**config.mk**
```make
export PLATFORM = sky130hd
export DESIGN_NAME = ahb_mbox_monitor
export DESIGN_NICKNAME = d
export VERILOG_FILES = /design/src/rtl/mbox_pkg.sv /design/src/rtl/mbox_char_fifo.sv /design/src/rtl/ahb_mbox_monitor.sv
export SDC_FILE = /design/constraint.sdc
export NUM_CORES = 1
export LEC_CHECK = 0
export ABC_CLOCK_PERIOD_IN_PS = 9700
export CAP_MARGIN = 25
export CORE_MARGIN = 5
export CORE_UTILIZATION = 57
export DETAILED_ROUTE_END_ITERATION = 10
export GPL_ROUTABILITY_DRIVEN = 0
export PLACE_DENSITY = 0.95
export SETUP_SLACK_MARGIN = 0.3
export SLEW_MARGIN = 20
export SYNTH_ARGS = -nofsm -noshare
export SYNTH_HDL_FRONTEND = slang
export SYNTH_HIERARCHICAL = 1
export SYNTH_SLANG_ARGS = --single-unit
```
**constraint.sdc**
```tcl
create_clock -name clk -period 9.7 [get_ports clk]
set_input_delay 0.97 -clock clk [delete_from_list [all_inputs] [get_ports clk]]
set_output_delay 0.97 -clock clk [all_outputs]
set_load 0.01 [all_outputs]
```
**src/rtl/mbox_pkg.sv**
```systemverilog
// Shared constants, FSM state type and byte classifier for the AHB mailbox monitor.
package mbox_pkg;

  localparam logic [7:0] MBOX_PASS_CODE = 8'hFF;
  localparam logic [7:0] MBOX_FAIL_CODE = 8'h01;

  localparam logic [1:0] HTRANS_IDLE   = 2'b00;
  localparam logic [1:0] HTRANS_BUSY   = 2'b01;
  localparam logic [1:0] HTRANS_NONSEQ = 2'b10;
  localparam logic [1:0] HTRANS_SEQ    = 2'b11;

  typedef enum logic [1:0] {
    MB_RUN     = 2'd0,
    MB_PASS    = 2'd1,
    MB_FAIL    = 2'd2,
    MB_TIMEOUT = 2'd3
  } mbox_state_e;

  // Console-worthy bytes: printable ASCII plus line feed.
  function automatic logic is_printable(input logic [7:0] b);
    return ((b >= 8'h20) && (b <= 8'h7E)) || (b == 8'h0A);
  endfunction

endpackage

```
**src/rtl/mbox_char_fifo.sv**
```systemverilog
// Synchronous console FIFO; pointers carry an extra wrap bit to tell full from empty.
module mbox_char_fifo #(
  parameter int DEPTH = 16,
  parameter int WIDTH = 8
) (
  input  logic             clk,
  input  logic             rst,
  input  logic             push,
  input  logic             pop,
  input  logic [WIDTH-1:0] din,
  output logic             full,
  output logic             empty,
  output logic [WIDTH-1:0] dout
);

  localparam int AW = $clog2(DEPTH);
  localparam logic [AW:0] PTR_ONE = (AW+1)'(1);

  logic [AW:0]      wptr_q, wptr_d;
  logic [AW:0]      rptr_q, rptr_d;
  logic [WIDTH-1:0] mem_q [DEPTH];
  logic             wr_en_s;
  logic             rd_en_s;

  assign empty = (wptr_q == rptr_q);
  assign full  = (wptr_q[AW] != rptr_q[AW]) && (wptr_q[AW-1:0] == rptr_q[AW-1:0]);

  // A push into a full FIFO is only legal when the head leaves on the same edge.
  assign wr_en_s = push & (~full | pop);
  assign rd_en_s = pop & ~empty;
  assign dout    = empty ? {WIDTH{1'b0}} : mem_q[rptr_q[AW-1:0]];

  always_comb begin
    wptr_d = wptr_q;
    rptr_d = rptr_q;
    if (wr_en_s) begin
      wptr_d = wptr_q + PTR_ONE;
    end else begin
      wptr_d = wptr_q;
    end
    if (rd_en_s) begin
      rptr_d = rptr_q + PTR_ONE;
    end else begin
      rptr_d = rptr_q;
    end
  end

  always_ff @(posedge clk) begin
    if (rst) begin
      wptr_q <= '0;
      rptr_q <= '0;
    end else begin
      wptr_q <= wptr_d;
      rptr_q <= rptr_d;
    end
  end

  always_ff @(posedge clk) begin
    if (wr_en_s) begin
      mem_q[wptr_q[AW-1:0]] <= din;
    end
  end

endmodule

```
**src/rtl/ahb_mbox_monitor.sv**
```systemverilog
// Passive AHB-Lite snooper turning mailbox writes into a console stream and test status.
// Optional idle watchdog enabled by defining MBOX_WATCHDOG_EN.
module ahb_mbox_monitor
  import mbox_pkg::*;
#(
  parameter logic [31:0] MBOX_ADDR   = 32'hD058_0000,
  parameter int          FIFO_DEPTH  = 16,
  parameter logic [31:0] WDOG_CYCLES = 32'h0000_8000
) (
  input  logic        clk,
  input  logic        rst,
  input  logic [31:0] haddr,
  input  logic [1:0]  htrans,
  input  logic        hwrite,
  input  logic [2:0]  hsize,
  input  logic [63:0] hwdata,
  input  logic        hready,
  output logic        char_valid,
  output logic [7:0]  char_data,
  input  logic        char_ready,
  output logic        test_pass,
  output logic        test_fail,
  output logic        test_timeout,
  output logic        done,
  output logic        overflow,
  output logic [31:0] wr_count
);

  mbox_state_e state_q, state_d;
  logic        pend_q, pend_d;
  logic [2:0]  lane_q, lane_d;
  logic        overflow_q, overflow_d;
  logic [31:0] wr_count_q, wr_count_d;

  logic        addr_hit_s;
  logic        complete_s;
  logic [7:0]  wbyte_s;
  logic        push_s;
  logic        fifo_full_s;
  logic        fifo_empty_s;
  logic        wdog_fire_s;
  logic        unused_hsize_s;

  // Transfer size is irrelevant: the byte is picked purely by address lane.
  assign unused_hsize_s = ^hsize;

  assign addr_hit_s = hready & hwrite
                    & ((htrans == HTRANS_NONSEQ) || (htrans == HTRANS_SEQ))
                    & (haddr[31:3] == MBOX_ADDR[31:3]);
  assign complete_s = pend_q & hready;
  assign wbyte_s    = hwdata[{lane_q, 3'b000} +: 8];

`ifdef MBOX_WATCHDOG_EN
  logic [31:0] wdog_q, wdog_d;

  // Idle counter only runs while the test is live; a completing write always wins.
  always_comb begin
    wdog_d      = wdog_q;
    wdog_fire_s = 1'b0;
    if (state_q != MB_RUN) begin
      wdog_d = wdog_q;
    end else if (complete_s) begin
      wdog_d = 32'd0;
    end else if (wdog_q == (WDOG_CYCLES - 32'd1)) begin
      wdog_fire_s = 1'b1;
    end else begin
      wdog_d = wdog_q + 32'd1;
    end
  end

  always_ff @(posedge clk) begin
    if (rst) begin
      wdog_q <= 32'd0;
    end else begin
      wdog_q <= wdog_d;
    end
  end
`else
  logic unused_wdog_s;

  assign unused_wdog_s = ^WDOG_CYCLES;
  assign wdog_fire_s   = 1'b0;
`endif

  always_comb begin
    pend_d     = pend_q;
    lane_d     = lane_q;
    state_d    = state_q;
    push_s     = 1'b0;
    wr_count_d = wr_count_q;
    overflow_d = overflow_q;

    // A new address phase on the completing cycle keeps the pipeline primed.
    if (addr_hit_s) begin
      pend_d = 1'b1;
      lane_d = haddr[2:0];
    end else if (complete_s) begin
      pend_d = 1'b0;
    end else begin
      pend_d = pend_q;
    end

    if (complete_s && (wr_count_q != 32'hFFFF_FFFF)) begin
      wr_count_d = wr_count_q + 32'd1;
    end else begin
      wr_count_d = wr_count_q;
    end

    case (state_q)
      MB_RUN: begin
        if (complete_s) begin
          if (wbyte_s == MBOX_PASS_CODE) begin
            state_d = MB_PASS;
          end else if (wbyte_s == MBOX_FAIL_CODE) begin
            state_d = MB_FAIL;
          end else if (is_printable(wbyte_s)) begin
            push_s = 1'b1;
          end else begin
            push_s = 1'b0;
          end
        end else if (wdog_fire_s) begin
          state_d = MB_TIMEOUT;
        end else begin
          state_d = MB_RUN;
        end
      end
      MB_PASS, MB_FAIL, MB_TIMEOUT: state_d = state_q;
      default: state_d = MB_RUN;
    endcase

    if (push_s && fifo_full_s && !char_ready) begin
      overflow_d = 1'b1;
    end else begin
      overflow_d = overflow_q;
    end
  end

  always_ff @(posedge clk) begin
    if (rst) begin
      state_q    <= MB_RUN;
      pend_q     <= 1'b0;
      lane_q     <= 3'd0;
      overflow_q <= 1'b0;
      wr_count_q <= 32'd0;
    end else begin
      state_q    <= state_d;
      pend_q     <= pend_d;
      lane_q     <= lane_d;
      overflow_q <= overflow_d;
      wr_count_q <= wr_count_d;
    end
  end

  mbox_char_fifo #(
    .DEPTH (FIFO_DEPTH),
    .WIDTH (8)
  ) u_fifo (
    .clk   (clk),
    .rst   (rst),
    .push  (push_s),
    .pop   (char_ready),
    .din   (wbyte_s),
    .full  (fifo_full_s),
    .empty (fifo_empty_s),
    .dout  (char_data)
  );

  assign char_valid   = ~fifo_empty_s;
  assign test_pass    = (state_q == MB_PASS);
  assign test_fail    = (state_q == MB_FAIL);
  assign test_timeout = (state_q == MB_TIMEOUT);
  assign done         = (state_q != MB_RUN);
  assign overflow     = overflow_q;
  assign wr_count     = wr_count_q;

endmodule

```
## Word level (Yosys, flattened, before mapping)

Memory sizes are Yosys's and may differ from the RTL's. A register that Yosys moved wholly into a read port is not among the register bits.
Cells that the tools add are included.

- $add $sub $neg: 3
- Order comparisons: 2
- Equality and inequality tests: 14
- Shifts and indexed selects: 1
- Mux-type cells: 16
- Bitwise logic cells: 10
- Reduce and logical (&&, ||, !) cells: 13

Operator list:

| cell | number |
|---|---|
| 64-bit by 7-bit indexed part select with 8-bit output | 1 |
| 32-bit by 1-bit adder with 32-bit output (second input constant) | 1 |
| 32-bit != test (second input constant) | 1 |
| 29-bit equality test (second input constant) | 1 |
| 5-bit by 1-bit adder with 5-bit output (second input constant) | 2 |
| 1-bit 2-to-1 mux | 9 |
| 2-bit equality test (second input constant) | 4 |
| 8-bit by 1-bit equality test with 1-bit output (second input constant) | 1 |
| 8-bit by 4-bit equality test with 1-bit output (second input constant) | 1 |
| 8-bit equality test (second input constant) | 1 |
| 8-bit by 6-bit greater-or-equal comparator with 1-bit output (second input constant) | 1 |
| 8-bit by 7-bit <= comparator with 1-bit output (second input constant) | 1 |
| 2-bit 2-to-1 mux | 4 |
| 4-bit 2-to-1 mux | 2 |
| 8-bit 2-to-1 mux | 1 |
| 1-bit AND | 6 |
| 5-bit equality test | 1 |
| 1-bit logical AND | 5 |
| 4-bit equality test | 1 |
| 4-bit != test (second input constant) | 1 |
| 2-bit nonzero test | 2 |
| 1-bit inverter | 3 |
| 3-bit OR reduction | 1 |
| 2-bit by 1-bit equality test with 1-bit output (second input constant) | 1 |
| 6 further kinds | 7 |

- Bits in registers: 49
- RAM bits: 128
- Bits of input ports: 106
- Output and inout bits: 46
- Word-level logic and storage cells: 67
- Memories: 1

Memories:

| memory | depth | bits a word | read ports | clocked after Yosys merged registers in | wr ports | line | RTL |
|---|---|---|---|---|---|---|---|
| u_fifo.mem_q | 16 | 8 | 1 | 1 | 1 | mbox_char_fifo.sv:21 | `logic [WIDTH-1:0] mem_q [DEPTH];` |

## Logic depth before layout (Yosys ltp)

Gate-level depths: netlist (run 1).

- Depth after elaboration: 12
- Mapped depth: 12
- Gate-level depth less buffers: 10

## By module

The synthesis (run 1) kept the hierarchy.

Modules (own cells, without submodules):

| module | times used | cells an instance | area each (µm²) | sequential area each (µm²) |
|---|---|---|---|---|
| mbox_char_fifo | 1 | 322 | 5755.5 | 4124.0 |
| ahb_mbox_monitor | 1 | 298 | 2713.9 | 780.7 |

## Worst setup path before layout (run 1)

OpenSTA, ideal clock, no wires.

- Path kind: input-to-reg
- From: input hwdata[28]
- To: memory u_fifo.mem_q[3][0], enable pin
- Setup time: 0.383 ns
- Arrival time: 3.065 ns
- Required time: 9.317 ns
- Setup slack: 6.251 ns
- Stages: 8
- Buffers on the path: 0
- Path through: mux4_1 -> mux2i_1 -> nand2_1 -> nor3_1 -> a41o_1 -> nand2_1 -> a21o_1 -> nor3_1

- Longest elaborated chain between the ends: 12
- Elaborated cells between the ends (all ways): 16
- Those cells by class: order compare (2); eq/ne (3); shift (1); mux (7); bitwise (1); reduce/logical (2)

Ends and longest elaborated chain:

| item | line | RTL |
|---|---|---|
| start, declared | ahb_mbox_monitor.sv:16 | `input logic [63:0] hwdata,` |
| 64-bit by 7-bit indexed part select with 8-bit output * | ahb_mbox_monitor.sv:51 | `assign wbyte_s = hwdata[{lane_q, 3'b000} +: 8];` |
| 8-bit by 6-bit greater-or-equal comparator with 1-bit output or 8-bit by 7-bit <= comparator with 1-bit output (tied branches) | mbox_pkg.sv:21 | `return ((b >= 8'h20) && (b <= 8'h7E)) \|\| (b == 8'h0A);` |
| 1-bit logical AND | mbox_pkg.sv:21 |  |
| 1-bit logical OR | mbox_pkg.sv:21 |  |
| 1-bit 2-to-1 mux | ahb_mbox_monitor.sv:116 | `end else if (is_printable(wbyte_s)) begin` |
| 1-bit 2-to-1 mux | ahb_mbox_monitor.sv:114 | `end else if (wbyte_s == MBOX_FAIL_CODE) begin` |
| 1-bit 2-to-1 mux * | ahb_mbox_monitor.sv:112 | `if (wbyte_s == MBOX_PASS_CODE) begin` |
| 1-bit 2-to-1 mux * | ahb_mbox_monitor.sv:111 | `if (complete_s) begin` |
| 1-bit 2-to-1 mux * | ahb_mbox_monitor.sv:109 | `case (state_q)` |
| via push_s | ahb_mbox_monitor.sv:38 | `logic push_s;` |
| 1-bit AND * | mbox_char_fifo.sv:29 | `assign wr_en_s = push & (~full \| pop);` |
| 1-bit 2-to-1 mux * | mbox_char_fifo.sv:59 | `if (wr_en_s) begin` |
| 1-bit 2-to-1 mux (not written as such) * | mbox_char_fifo.sv:60 | `mem_q[wptr_q[AW-1:0]] <= din;` |
| end, declared | mbox_char_fifo.sv:21 |  |

The timed path passes the listed nets; every way through them passes the cells marked *.

## Final worst setup path (run 1)

- From: register lane_q[0]
- To: memory u_fifo.mem_q[11][2], enable pin

- Longest elaborated chain between the ends: 12
- Elaborated cells between the ends (all ways): 16
- Those cells by class: order compare (2); eq/ne (3); shift (1); mux (7); bitwise (1); reduce/logical (2)

Ends and longest elaborated chain:

| item | line | RTL |
|---|---|---|
| start, declared | ahb_mbox_monitor.sv:31 | `logic [2:0] lane_q, lane_d;` |
| start signal, assigned | ahb_mbox_monitor.sv:148 | `lane_q <= lane_d;` |
| 64-bit by 7-bit indexed part select with 8-bit output * | ahb_mbox_monitor.sv:51 |  |
| 8-bit by 6-bit greater-or-equal comparator with 1-bit output or 8-bit by 7-bit <= comparator with 1-bit output (tied branches) | mbox_pkg.sv:21 |  |
| 1-bit logical AND | mbox_pkg.sv:21 |  |
| 1-bit logical OR | mbox_pkg.sv:21 |  |
| 1-bit 2-to-1 mux | ahb_mbox_monitor.sv:116 |  |
| 1-bit 2-to-1 mux | ahb_mbox_monitor.sv:114 |  |
| 1-bit 2-to-1 mux * | ahb_mbox_monitor.sv:112 |  |
| 1-bit 2-to-1 mux * | ahb_mbox_monitor.sv:111 |  |
| 1-bit 2-to-1 mux * | ahb_mbox_monitor.sv:109 |  |
| via push_s | ahb_mbox_monitor.sv:38 |  |
| 1-bit AND * | mbox_char_fifo.sv:29 |  |
| 1-bit 2-to-1 mux * | mbox_char_fifo.sv:59 |  |
| 1-bit 2-to-1 mux (not written as such) * | mbox_char_fifo.sv:60 |  |

Marked as above.

==> results of run 1 <==
## routing by layer
| layer | track usage, % | vias to the layer above | part of all wire, % |
|---|---|---|---|
| li1 | - | 2708 | - |
| met1 | 31.83 | 2962 | 38 |
| met2 | 42.64 | 310 | 52 |
| met3 | 5.534 | 47 | 7.5 |
| met4 | 6.629 | 0 | 2.0 |
| met5 | 0 | - | 0 |
## cell type report
type                            instances  area (sq um)  share of cell area, %
Multi-Input combinational cell        386          3258                  30.89
Clock inverter                         13         123.9                  1.175
Sequential cell                       181          4906                  46.52
Inverter                               17         63.81                 0.6051
Timing Repair Buffer                  154          1531                  14.52
Tap cell                              184         230.2                  2.183
Clock buffer                           19         432.9                  4.105
## per-stage QoR
step	util, %	area, sq um	total power [W]	hold slack [ns]
after global routing	72.56	10550	0.001594	0.5242
after detailed placement	68.54	9962	0.0009082	0.4934
after floorplan	-	8469	0.0008602	0.4700
final	72.56	10550	0.001544	0.5114
after global placement	68.54	9962	0.0009051	0.4747
after CTS	72.37	10520	0.001550	0.5057
## worst register-to-register path, stage by stage (launching register included)
cell     delay, ns
dfxtp_1       0.84
mux4_1        0.68
mux2i_1       0.34
nand2_1       0.15
nor3_1        0.32
a41o_1        0.29
nand2_1       0.09
a21o_1        0.21
nor2b_1       0.67
## power breakdown
part	total [W]	internal (W)	switching (W)
sequential	0.000826	0.000826	0.0000000000293
combinational	0.0000669	0.0000421	0.0000248
clock	0.000652	0.000357	0.000294
total	0.00154	0.00123	0.000319
## placed cells by master, fill, tap and decap left out, types with 3 or more instances in the layout
| cell | Yosys | final |
|---|---|---|
| nand2_1 | 22 | 22 |
| o2111ai_1 | 5 | 5 |
| mux2_2 | 6 | 6 |
| a31oi_1 | 4 | 4 |
| nor2_1 | 46 | 46 |
| mux4_1 | 6 | 6 |
| a21oi_1 | 34 | 34 |
| dfxtp_1 | 53 | 52 |
| or2_2 | 5 | 5 |
| nand4_1 | 17 | 17 |
| ha_1 | 6 | 6 |
| xor2_1 | 7 | 7 |
| buf_4 | 3 | 5 |
| nor3_1 | 9 | 9 |
| mux2i_1 | 35 | 35 |
| inv_6 | 0 | 3 |
| a22oi_1 | 4 | 4 |
| and3_1 | 20 | 20 |
| mux4_2 | 34 | 34 |
| or4_1 | 17 | 17 |
| nand4b_1 | 3 | 3 |
| and4_1 | 5 | 5 |
| nor4_1 | 8 | 8 |
| and2_1 | 6 | 6 |
| edfxtp_1 | 128 | 128 |
| o21ai_0 | 5 | 5 |
| o31ai_1 | 17 | 17 |
| inv_1 | 15 | 15 |
| nand2b_1 | 4 | 4 |
| or3_1 | 4 | 4 |
| nand3_1 | 16 | 16 |
| xnor2_1 | 6 | 6 |
| clkbuf_16 | 0 | 17 |
| clkdlybuf4s50_1 | 0 | 146 |
| nor2b_1 | 14 | 14 |
## state kept, by name, indices dropped and copies added, names as in the netlist, named ones only
register	flops
u_fifo/mem_q	128
pend_q	1
u_fifo/wptr_q	5
lane_q	3
u_fifo/rptr_q	5
overflow	1
wr_count	32
state_q	2
## cell families (layout without fill, tap and decap cells)
logic type / Yosys count / in the layout / synth area share (%)
AND/OR/NAND/NOR: 204 / 204 / 13.56
flip-flops: 181 / 181 / 57.91
multiplexers: 84 / 84 / 16.40
AO/OA/AOI/OAI: 78 / 78 / 6.087
buffers and inverters: 53 / 203 / 3.619
XOR/XNOR: 14 / 14 / 1.536
adder cells (fa/ha/maj): 6 / 6 / 0.8864
## worst paths after layout
check	from	to	slack [ns]	depth (start not counted)
setup reg to reg	lane_q[0]$_SDFFE_PP0P_	u_fifo/mem_q[11][2]$_DFFE_PP_	5.75	8
hold / removal	wr_count[29]$_SDFFE_PP0P_	wr_count[29]$_SDFFE_PP0P_	0.51	2
hold reg to reg	wr_count[29]$_SDFFE_PP0P_	wr_count[29]$_SDFFE_PP0P_	0.51	2
setup / recovery	lane_q[0]$_SDFFE_PP0P_	u_fifo/mem_q[11][2]$_DFFE_PP_	5.75	8
## Yosys cell counts (5+ instances only)
library cell and number:
xnor2_1 6, clkbuf_1 14, o2111ai_1 5, mux2i_1 35
nand2_1 22, o21ai_0 5, inv_1 15, ha_1 6
nor2_1 46, mux2_2 6, mux4_2 34, and4_1 5
mux4_1 6, nor3_1 9, buf_2 8, edfxtp_1 128
and2_1 6, nand4_1 17, nand3_1 16, and3_1 20
nor4_1 8, dfxtp_1 53, or4_1 17, xor2_1 7
or2_2 5, a21oi_1 34, buf_6 5, nor2b_1 14
o31ai_1 17
==> results.sh, run 1 <==
export IMPL_required_ns=9.76
export IMPL_io_pin_count=152
export IMPL_grt_pass1_wl_microns=33870
export IMPL_peakVddDrop_uv=117.1
export IMPL_drcViolationCount=0
export IMPL_grt_max_degree=62
export IMPL_hold_viol_final=0
export IMPL_clkLatencyLatePin_ns=0.43
export IMPL_fin_crit_sh_pct=40.70
export IMPL_grtUsageTotal_pct=24.76
export IMPL_drv_slew=0
export IMPL_firstDrtPassIters=5
export IMPL_ys_types=61
export IMPL_setup_tns_ns=0
export IMPL_post_cts_buffers=0
export IMPL_ctsResizeCount=0
export IMPL_synth_area_leaders="edfxtp_1 45%, dfxtp_1 13%, mux4_2 9.0%, mux2i_1 4.1%, nor2_1 2.0%"
export IMPL_cts_buffers_inserted=17
export IMPL_cap_violations=0
export IMPL_ys_seq_area_share_pct=57.91
export IMPL_endpoint_kind="flop"
export IMPL_final_cell_count_no_fill=954
export IMPL_die_area_sq_mm=0.01740
export IMPL_setup_viol_count_final=0
export IMPL_tightest_slew_ns=0.9840
export IMPL_rows=44
export IMPL_dpl_cell_count=920
export IMPL_outcome="completed"
export IMPL_path_common_cell="nand2_1"
export IMPL_port_buffers=147
export IMPL_start_util_pct=58.27
export IMPL_avgSynthCellArea_sq_um=13.66
export IMPL_period_minus_slack_ns=3.948
export IMPL_hpwlAfterDp_microns=14430
export IMPL_mappedNetlistArea_sq_mm=0.008469
export IMPL_drt_iter0_markers=695
export IMPL_numClockSinks=181
export IMPL_crit_arrival_ns=4.01
export IMPL_cts_hold_buf=0
export IMPL_die_width_microns=131.9
export IMPL_postLayoutSetupSlackWorst_ns=5.752
export IMPL_diodes=0
export IMPL_synth_top_area_share_pct=45.38
export IMPL_cellLeakagePower_nw=3.397
export IMPL_fillers=891
export IMPL_ys_flop_type="edfxtp_1"
export IMPL_max_freq_ghz=0.2533
export IMPL_syn_num_nets=732
export IMPL_relSlewSlack_pct=34.40
export IMPL_grt_overflow=0
export IMPL_drt_antenna_violating_nets=0
export IMPL_cp_max_fo=14
export IMPL_crit_path_start_kind="flop"
export IMPL_clk_path_buf_depth=2
export IMPL_ys_ff_latch=181
export IMPL_path_cells="mux4_1 -> mux2i_1 -> nand2_1 -> nor3_1 -> a41o_1 -> nand2_1 -> a21o_1 -> nor2b_1"
export IMPL_syn_inst=620
export IMPL_path_class="flop to flop"
export IMPL_async_reset_ff_share_pct=0
export IMPL_vias=6027
export IMPL_yosysWarnings=6
export IMPL_cts_root_buf="clkbuf_16"
export IMPL_wire_per_inst_microns=22.33
export IMPL_power_density_mw_per_mm2=146.4
export IMPL_rsz0062_at_grt="no"
export IMPL_wl_microns=21300
export IMPL_slowest_stage="dfxtp_1"
export IMPL_cts_tree="done"
export IMPL_hp_class="flop to flop"
export IMPL_pre_cts_ws_ns=5.339
export IMPL_drive_above_1_share_pct=11.82
export IMPL_skew_ns=0.008769
export IMPL_syn2layout_area_growth_pct=24.52
export IMPL_cp_slowest_stage_delay_ns=0.84
export IMPL_die_y_microns=131.9
export IMPL_viasPerCell=6.318
export IMPL_grt_antenna_before_repair=0
export IMPL_worst_path_dominant_cell_family="simple AND/OR/NAND/NOR gates"
export IMPL_grt_pass1_vias=6163
export IMPL_h_tree_depth=4
export IMPL_synth_top_area_cell="edfxtp_1"
export IMPL_clkTransAtPathRegs_ns=0.06
export IMPL_nNetsFinal=869
export IMPL_cp_buffers_inverters=0
export IMPL_coreArea_sq_mm=0.01453
export IMPL_synth_edff_count=128
Note: power is estimated with default switching activity, not from simulation.
==> inputs of run 2 (changes only) <==
- ABC_CLOCK_PERIOD_IN_PS: 9700 -> 3700
- CORE_UTILIZATION: 57 -> 53
- PLACE_DENSITY: 0.95 -> 0.9
- clock period: 9.7 -> 3.7 ns (I/O delays scaled with it)
==> run 2 against run 1 <==
Effect of this change:
- wire length increased by 1.7%
- sequential share of layout area down 0.71 points
- worst setup slack got worse by 5.2 ns
- critical path type unchanged
- hold slack got worse by 0.084 ns
- largest power group unchanged
- cell count is 4.5% higher
- design area is 1.6% higher
- critical endpoint is now u_fifo/mem_q[4][2]$_DFFE_PP_
- global-route usage shrank 0.53 points
- power increased to 2.7 times the previous value
- non-clock buffer count increased by 11
- combinational power rose to 2.7 times the previous value
- first-iteration DRC count fell by 27%
==> results.sh, run 2 (synthesized netlist as in run 1, its figures left out) <==
export IMPL_coreArea_sq_mm=0.01577
export IMPL_cp_max_fo=14
export IMPL_rsz0062_at_grt="no"
export IMPL_clkTransAtPathRegs_ns=0.07
export IMPL_start_util_pct=53.71
export IMPL_setup_tns_ns=0
export IMPL_endpoint_kind="flop"
export IMPL_outcome="completed"
export IMPL_tightest_slew_ns=1.001
export IMPL_path_class="flop to flop"
export IMPL_clkLatencyLatePin_ns=0.43
export IMPL_cp_slowest_stage_delay_ns=0.54
export IMPL_cts_buffers_inserted=17
export IMPL_drt_antenna_violating_nets=0
export IMPL_wl_microns=21670
export IMPL_grt_pass1_wl_microns=34000
export IMPL_grt_max_degree=33
export IMPL_hpwlAfterDp_microns=15180
export IMPL_largest_register_ffs=128
export IMPL_cts_tree="done"
export IMPL_clk_path_buf_depth=2
export IMPL_diodes=0
export IMPL_final_area_sq_mm=0.01071
export IMPL_vias=6074
export IMPL_cp_buffers_inverters=2
export IMPL_io_pin_count=152
export IMPL_drv_slew=0
export IMPL_die_area_sq_mm=0.01861
export IMPL_drive_above_1_share_pct=15.11
export IMPL_seq_area_sq_mm=0.004906
export IMPL_worst_path_dominant_cell_family="multiplexers"
export IMPL_firstDrtPassIters=5
export IMPL_required_ns=3.81
export IMPL_period_minus_slack_ns=3.181
export IMPL_multi_input_area_sq_mm=0.003277
export IMPL_peakVddDrop_uv=320.7
export IMPL_die_y_microns=136.4
export IMPL_slowest_stage="mux4_2"
export IMPL_syn2layout_area_growth_pct=26.46
export IMPL_cellLeakagePower_nw=3.460
export IMPL_grt_pass1_vias=6226
export IMPL_grt_antenna_before_repair=0
export IMPL_grtUsageTotal_pct=24.23
export IMPL_place_area_sq_mm=0.01009
export IMPL_grt_overflow=0
export IMPL_skew_ns=0.01090
export IMPL_port_buffers=147
export IMPL_setup_viol_count_final=0
export IMPL_path_cells="buf_4 -> mux4_2 -> mux2i_1 -> nand2_1 -> nor3_1 -> a41o_1 -> a21boi_4 -> buf_12 -> and3_2"
export IMPL_rows=46
export IMPL_hold_viol_final=0
export IMPL_crit_path_start_kind="flop"
export IMPL_nNetsFinal=880
export IMPL_wire_per_inst_microns=21.73
export IMPL_fillers=1060
export IMPL_hp_class="input pin to flop"
export IMPL_hold_ws_ns=0.4272
export IMPL_relSlewSlack_pct=33.27
export IMPL_layout_commonest_cell="clkdlybuf4s50_1"
export IMPL_drt_iter0_markers=506
export IMPL_power_density_mw_per_mm2=382.1
export IMPL_crit_arrival_ns=3.29
export IMPL_final_cell_count_no_fill=997
export IMPL_drcViolationCount=0
export IMPL_max_freq_ghz=0.3143
export IMPL_dpl_cell_count=964
export IMPL_layout_common_cells="146 x clkdlybuf4s50_1, 128 x edfxtp_1, 52 x dfxtp_1"
export IMPL_cap_violations=0
export IMPL_cts_hold_buf=0
export IMPL_fin_crit_sh_pct=85.98
export IMPL_cts_root_buf="clkbuf_16"
export IMPL_final_util_pct=67.91
export IMPL_numClockSinks=181
export IMPL_viasPerCell=6.092
export IMPL_h_tree_depth=4
export IMPL_die_width_microns=136.4
-- run 2: through the flow --
stage | setup slack [ns] | total power [W]
3_3_place_gp | 0.2180 | 0.002379
4_1_cts | 0.3026 | 0.004119
2_1_floorplan | 0.6077 | 0.002255
5_1_grt | 0.3495 | 0.004230
3_5_place_dp | 0.1026 | 0.002388
6_report | 0.5187 | 0.004093
-- run 2: final cells by class --
class | count | share of cell area (%)
clock buffers | 17 | 3.972
multi-input cells | 386 | 30.60
inverters | 17 | 0.5958
clock inverters | 15 | 1.437
flip-flops and latches | 181 | 45.81
well taps | 216 | 2.523
repair buffers | 165 | 15.07
-- run 2: what timing repair did --
action	in CTS	in global routing
endpoints found under the setup margin	24	96
resized for setup	3	10
pin swaps	0	0
setup buffers	0	1
-- run 2: final timing paths --
kind              slack [ns]                startpoint  cells past startpoint                            to
hold reg to reg         0.51  wr_count[9]$_SDFFE_PP0P_                      2      wr_count[9]$_SDFFE_PP0P_
setup / recovery        0.52    lane_q[1]$_SDFFE_PP0P_                      9  u_fifo/mem_q[4][2]$_DFFE_PP_
setup reg to reg        0.52    lane_q[1]$_SDFFE_PP0P_                      9  u_fifo/mem_q[4][2]$_DFFE_PP_
hold / removal          0.43                       rst                      2           pend_q$_SDFFE_PP0P_
-- run 2: layer usage --
metal / vias to the layer above / part of all wire [%] / global-route usage [%]
met5: - / 0 / 0
met4: 0 / 1.9 / 6.775
met3: 33 / 7.3 / 5.848
met2: 316 / 52 / 41.44
met1: 2999 / 39 / 30.94
li1: 2726 / - / -
-- run 2: power breakdown --
group | leakage [nW] | internal, W | switching (W)
Sequential | 1.58 | 0.00216 | 0.000000000135
Clock | 0.280 | 0.000904 | 0.000844
Combinational | 1.60 | 0.000113 | 0.0000684
==> inputs of run 3 (changes only) <==
- PLACE_DENSITY: 0.9 -> 0.91
- SYNTH_HIERARCHICAL: 1 -> not set
==> run 3 against run 2 <==
Effect of this change:
- synthesized cell count decreased by 7.6%
- largest cell class unchanged
- fmax decreased by 2.1%
- utilization increased by 0.76 points
==> results.sh, run 3 <==
export IMPL_clkTransAtPathRegs_ns=0.06
export IMPL_cp_buffers_inverters=2
export IMPL_cts_tree="done"
export IMPL_syn2layout_area_growth_pct=27.18
export IMPL_timing_rr_start="lane_q[0]$_SDFFE_PP0P_"
export IMPL_layout_common_cells="146 x clkdlybuf4s50_1, 128 x edfxtp_1, 52 x dfxtp_1"
export IMPL_max_freq_ghz=0.3077
export IMPL_hpwlAfterDp_microns=14450
export IMPL_hold_viol_final=0
export IMPL_synth_top_area_share_pct=46.82
export IMPL_async_reset_ff_share_pct=0
export IMPL_worstSetupEndpoint="u_fifo.mem_q[4][5]$_DFFE_PP_"
export IMPL_drt_antenna_violating_nets=0
export IMPL_synth_common_cells="128 x edfxtp_1, 53 x dfxtp_1, 46 x nor2_1"
export IMPL_skew_ns=0.006581
export IMPL_crit_path_start_kind="flop"
export IMPL_wire_per_inst_microns=22.73
export IMPL_rows=45
export IMPL_relSlewSlack_pct=36.12
export IMPL_path_class="flop to flop"
export IMPL_layout_commonest_cell="clkdlybuf4s50_1"
export IMPL_drt_iter0_markers=596
export IMPL_slowest_stage="mux4_1"
export IMPL_ys_flop_type="edfxtp_1"
export IMPL_crit_arrival_ns=3.36
export IMPL_peakVddDrop_uv=304.6
export IMPL_worstSetupPathDepth=8
export IMPL_coreArea_sq_mm=0.01520
export IMPL_yosysWarnings=0
export IMPL_grt_pass1_vias=5994
export IMPL_ys_ff_latch=181
export IMPL_drive_above_1_share_pct=13.32
export IMPL_wl_met1_microns=8042
export IMPL_grt_antenna_before_repair=0
export IMPL_diodes=0
export IMPL_mappedNetlistArea_sq_mm=0.008209
export IMPL_grt_max_degree=53
export IMPL_cap_violations=0
export IMPL_rsz0062_at_grt="no"
export IMPL_vias=5694
export IMPL_outcome="completed"
export IMPL_fin_crit_sh_pct=87.84
export IMPL_synth_area_leaders="edfxtp_1 47%, dfxtp_1 13%, mux4_2 9.1%, mux4_1 4.8%, nor2_1 2.1%"
export IMPL_die_width_microns=134.5
export IMPL_met3_length_microns=1675
export IMPL_endpoint_kind="flop"
export IMPL_tightest_slew_ns=0.9509
export IMPL_die_y_microns=134.5
export IMPL_syn_num_nets=685
export IMPL_path_cells="buf_4 -> mux4_1 -> mux2_2 -> nor2_1 -> o2111ai_4 -> nor2_1 -> buf_4 -> and3_2"
export IMPL_required_ns=3.81
export IMPL_timing_rr_end="u_fifo.mem_q[4][5]$_DFFE_PP_"
export IMPL_regToRegSetupSlack_ns=0.45
export IMPL_highest_layer="met4"
export IMPL_clk_path_buf_depth=2
export IMPL_reg2regPathDepth=8
export IMPL_wl_microns=20820
export IMPL_period_minus_slack_ns=3.250
export IMPL_cellLeakagePower_nw=3.367
export IMPL_final_util_pct=68.67
export IMPL_start_util_pct=54.00
export IMPL_die_area_sq_mm=0.01808
export IMPL_port_buffers=147
export IMPL_setup_tns_ns=0
export IMPL_post_cts_buffers=0
export IMPL_fillers=1006
export IMPL_cp_slowest_stage_delay_ns=0.59
export IMPL_io_pin_count=152
export IMPL_largest_register_ffs=128
export IMPL_synth_edff_count=128
export IMPL_numClockSinks=181
export IMPL_drcViolationCount=0
export IMPL_grtUsageTotal_pct=23.72
export IMPL_firstDrtPassIters=5
export IMPL_power_density_mw_per_mm2=395.2
export IMPL_h_tree_depth=4
export IMPL_ys_seq_area_share_pct=59.75
export IMPL_worst_path_dominant_cell_family="multiplexers"
export IMPL_hp_class="flop to flop"
export IMPL_nNetsFinal=827
export IMPL_synth_most_common_cell="edfxtp_1"
export IMPL_ys_types=48
export IMPL_cp_startpoint="lane_q[0]$_SDFFE_PP0P_"
export IMPL_cts_hold_buf=0
export IMPL_synth_top_area_cell="edfxtp_1"
export IMPL_cts_root_buf="clkbuf_16"
export IMPL_setup_viol_count_final=0
export IMPL_syn_inst=573
export IMPL_cts_buffers_inserted=17
export IMPL_drv_slew=0
export IMPL_cp_max_fo=18
export IMPL_avgSynthCellArea_sq_um=14.33
export IMPL_grt_overflow=0
export IMPL_viasPerCell=6.216
export IMPL_clkLatencyLatePin_ns=0.43
export IMPL_grt_pass1_wl_microns=32730
export IMPL_wl_met2_microns=10650
==> run 3: how the worst min path moves through the flow <==
stage	start	endpoint	slack (ns)	cells past startpoint
6_report	overflow$_SDFFE_PP0P_	overflow$_SDFFE_PP0P_	0.49	2
5_1_grt	overflow$_SDFFE_PP0P_	overflow$_SDFFE_PP0P_	0.53	2
4_1_cts	overflow$_SDFFE_PP0P_	overflow$_SDFFE_PP0P_	0.50	2
3_5_place_dp	overflow$_SDFFE_PP0P_	overflow$_SDFFE_PP0P_	0.48	2
3_3_place_gp	overflow$_SDFFE_PP0P_	overflow$_SDFFE_PP0P_	0.47	2
2_1_floorplan	u_fifo.wptr_q[4]$_SDFFE_PP0P_	u_fifo.wptr_q[4]$_SDFFE_PP0P_	0.47	2
==> run 3: stage by stage <==
step                hold WS, ns  worst slack (ns)  std cells  total power (W)  cell area (sq um)
floorplan                0.4651            0.6734        573         0.002253               8209
global placement         0.4694            0.3390        884         0.002372               9839
detailed placement       0.4826            0.1998        884         0.002378               9839
CTS                      0.5024            0.3143        916         0.004143              10420
global route             0.5336            0.3149        916         0.004248              10440
finish                   0.4915            0.4500        916         0.004125              10440
==> run 3: worst reg2reg max path, delay by kind of cell, from the launching register on <==
family                 cells  cell delay (ns)
AOI/OAI and AO/OA          1             0.26
buffers and inverters      2             0.48
DFF                        1             0.31
muxes                      2             1.05
and+or+nand+nor            3             0.86
==> run 3: cell families (layout without fill, tap and decap cells) <==
kind of cell	after synthesis	after routing	synth area share [%]
AO/OA/AOI/OAI	65	65	5.274
multiplexers	69	69	16.58
XOR/XNOR	30	30	3.201
buffers and inverters	45	200	2.408
adder cells (fa/ha/maj)	6	6	0.9145
AND/OR/NAND/NOR	177	177	11.87
flip-flops	181	181	59.75
==> run 3: cell type report <==
class / count / area [sq um] / area share (%)
timing repair buffer: 156 / 1546 / 14.81
inverter: 12 / 45.04 / 0.4314
tap: 188 / 235.2 / 2.253
multi-input combinational: 347 / 3126 / 29.94
clock inverter: 12 / 142.6 / 1.366
sequential: 181 / 4908 / 47.02
clock buffer: 20 / 436.7 / 4.183
==> run 3: power breakdown <==
part	leakage (nW)	internal, W	switching (W)	total, W
logic	1.51	0.000110	0.0000617	0.000171
registers	1.58	0.00216	0.0000000000000582	0.00216
clock network	0.276	0.00101	0.000782	0.00179
==> run 3: repair_timing <==
action / CTS / global route
resized for setup: 0 / 16
setup endpoints to repair: 0 / 121
endpoints found under the hold margin: 0 / 0
==> run 3: per-layer routing <==
metal  up-vias  GRT usage (%)
met1      2786          29.73
met5         -              0
met2       325          41.20
met3        42          5.663
met4         0          7.127
li1       2541              -
==> RTL edit, RTL diff (flow settings as in run 2) <==
Change the parameter `FIFO_DEPTH` from 16 to 8.
--- a/src/rtl/ahb_mbox_monitor.sv
+++ b/src/rtl/ahb_mbox_monitor.sv
@@ -4,7 +4,7 @@
   import mbox_pkg::*;
 #(
   parameter logic [31:0] MBOX_ADDR   = 32'hD058_0000,
-  parameter int          FIFO_DEPTH  = 16,
+  parameter int          FIFO_DEPTH  = 8,
   parameter logic [31:0] WDOG_CYCLES = 32'h0000_8000
 ) (
   input  logic        clk,
Formal check against the unedited RTL: no difference found for any inputs over 10 cycles, from zero or initial values and one cycle with rst high; that may be too few to reach the edited logic, so the function may still have changed.
==> RTL edit against run 2 <==
Critical path depth decreased by 1. Via count decreased by 22%. First-iteration DRC count decreased by 31%. Sequential cell count decreased by 67. Global-route usage increased by 2.0 points. Power decreased by 22%. Sequential power decreased by 38%. Routed wire length decreased by 23%. Design area decreased by 25%. Worst setup slack improved by 0.029 ns. Area after synthesis decreased by 31%. Non-clock buffer count decreased by 2. Critical endpoint is now u_fifo/mem_q[7][3]$_DFFE_PP_. Largest power group is now the clock network.
==> RTL edit: results (changes against run 2) <==
number of diodes=0 (unchanged); Placed Instances=745 (was 964); Slew @ Worst Pin=0.973 ns (was 1.00 ns); Post-synth EDFFs=64 (was 128); largest net degree at the start of global routing=41 (was 33); worst setup path end=u_fifo/mem_q[7][3]$_DFFE_PP_ (was u_fifo/mem_q[4][2]$_DFFE_PP_); CP Launch Type=flip-flop (unchanged); Slowest-stage cell, CP=mux4_2 (unchanged); syn avg cell area=12.3 sq um (was 13.7 sq um); final net count=733 (was 880); HP Class=input pin to flip-flop (unchanged); final wirelength=16.6 mm (was 21.7 mm); Detailed Place HPWL=11.6 mm (was 15.2 mm); H-tree Lvls=4 (unchanged); arrival time worst endpoint=3.37 ns (was 3.29 ns); CP max FO=9 (was 14); sequential area share after synthesis=50.3% (was 57.9%); worst vdd rail ir drop=0.000256 V (was 0.000321 V); minimum clock period=3.15 ns (was 3.18 ns); Yosys warning count=6 (unchanged); Crit path largest cell delay=0.53 ns; number of flip-flops in the largest register=64 (was 128); I/O Buffers=147 (unchanged); synth cell count leaders=64 x edfxtp_1, 50 x dfxtp_1, 36 x nor2_1 (was 128 x edfxtp_1, 53 x dfxtp_1, 46 x nor2_1); Synth area leaders=edfxtp_1 33%, dfxtp_1 17%, mux4_2 10% (was edfxtp_1 45%, dfxtp_1 13%, mux4_2 9.0%); routed via count=4750 (was 6074); drt pass-1 iters=5 (unchanged); Vias/cell=6.11 (was 6.09); vias in the first global route=4981 (was 6226); worst r2r src=lane_q[1]$_SDFFE_PP0P_ (unchanged); Reg clk slew, reported paths=0.06 ns; Syn Nets=580 (was 732); Yosys cell types=59 (was 61); cts bufs inserted=17 (unchanged); DRT iter0 DRCs=350 (was 506); outcome=finished, final reports clean (unchanged); Reg2Reg Setup Slack=0.55 ns (was 0.52 ns); global-route wire length before repair=26.3 mm (was 34.0 mm); ys async rst share=0% (unchanged); worst skew pair latency=0.52 ns (was 0.43 ns); worst clock skew=0.00973 ns (was 0.0109 ns); Place WS=0.317 ns (was 0.103 ns); R2R depth=8 (was 9); delay-heaviest family, CP=multiplexers (unchanged); total global-route track usage=26.2% (was 24.2%); initial antenna violation count=0 (unchanged); layout cell share with drive strength beyond 1=15.7% (was 15.1%); Pleak=0.00267 uW (was 0.00346 uW); CTS root buf=clkbuf_8 (was clkbuf_16)
[RTL edit: timing repair]
| action | in CTS | in global routing |
|---|---|---|
| gates resized for setup | 0 | 3 |
| endpoints found under the setup margin | 0 | 46 |
| buffers inserted | 0 | 0 |
[RTL edit: cell type report]
type / instances / area (sq um)
flip-flops and latches: 114 / 2930
fillers: 678 / 2790
multi-input cells: 309 / 2610
repair buffers: 163 / 1590
clock buffers: 23 / 518
well taps: 140 / 175
clock inverters: 9 / 115
inverters: 19 / 71.3
[RTL edit: cells by family after synthesis]
family	after synthesis	share of synthesized area, %
mux	61	18.2
compound gates	67	7.76
flops	114	50.3
simple gates	168	16.5
buf+inv	48	4.80
xor+xnor	10	1.77
fa+ha+maj	3	0.646
[RTL edit: routing by layer]
layer	global-route usage (%)	routed length, microns
met2	44.5	8630
met1	31.3	6140
met3	7.29	1380
met4	10.7	461
met5	0	0
[RTL edit: power by group]
group          internal [uW]  switching, uW
registers               1340      0.0000495
clock network           1120            587
logic                    113           54.9
total                   2560            642
[RTL edit: how the worst min path moves through the flow]
stage | from | to | slack, ns | cells after the start
2_1_floorplan | pend_q$_SDFFE_PP0P_ | pend_q$_SDFFE_PP0P_ | 0.47 | 2
3_3_place_gp | wr_count[5]$_SDFFE_PP0P_ | wr_count[5]$_SDFFE_PP0P_ | 0.48 | 2
3_5_place_dp | wr_count[5]$_SDFFE_PP0P_ | wr_count[5]$_SDFFE_PP0P_ | 0.50 | 2
4_1_cts | rst | wr_count[26]$_SDFFE_PP0P_ | 0.38 | 2
5_1_grt | rst | wr_count[26]$_SDFFE_PP0P_ | 0.42 | 2
6_report | rst | wr_count[26]$_SDFFE_PP0P_ | 0.38 | 2
[RTL edit: worst reg2reg max path: cells and delay by family, from the launching register on]
family | cells | cell delay (ns)
multiplexers | 2 | 0.84
AO/OA/AOI/OAI | 2 | 0.70
AND/OR/NAND/NOR | 3 | 0.54
flip-flops | 1 | 0.50
buffers and inverters | 1 | 0.26
[RTL edit: metrics by stage]
| stage | power, uW | cell area (sq um) |
|---|---|---|
| 6_report | 3210 | 8000 |
| 5_1_grt | 3300 | 8000 |
| 4_1_cts | 3220 | 8000 |
| 3_5_place_dp | 1530 | 7360 |
| 3_3_place_gp | 1520 | 7360 |
| 2_1_floorplan | 1410 | 5810 |
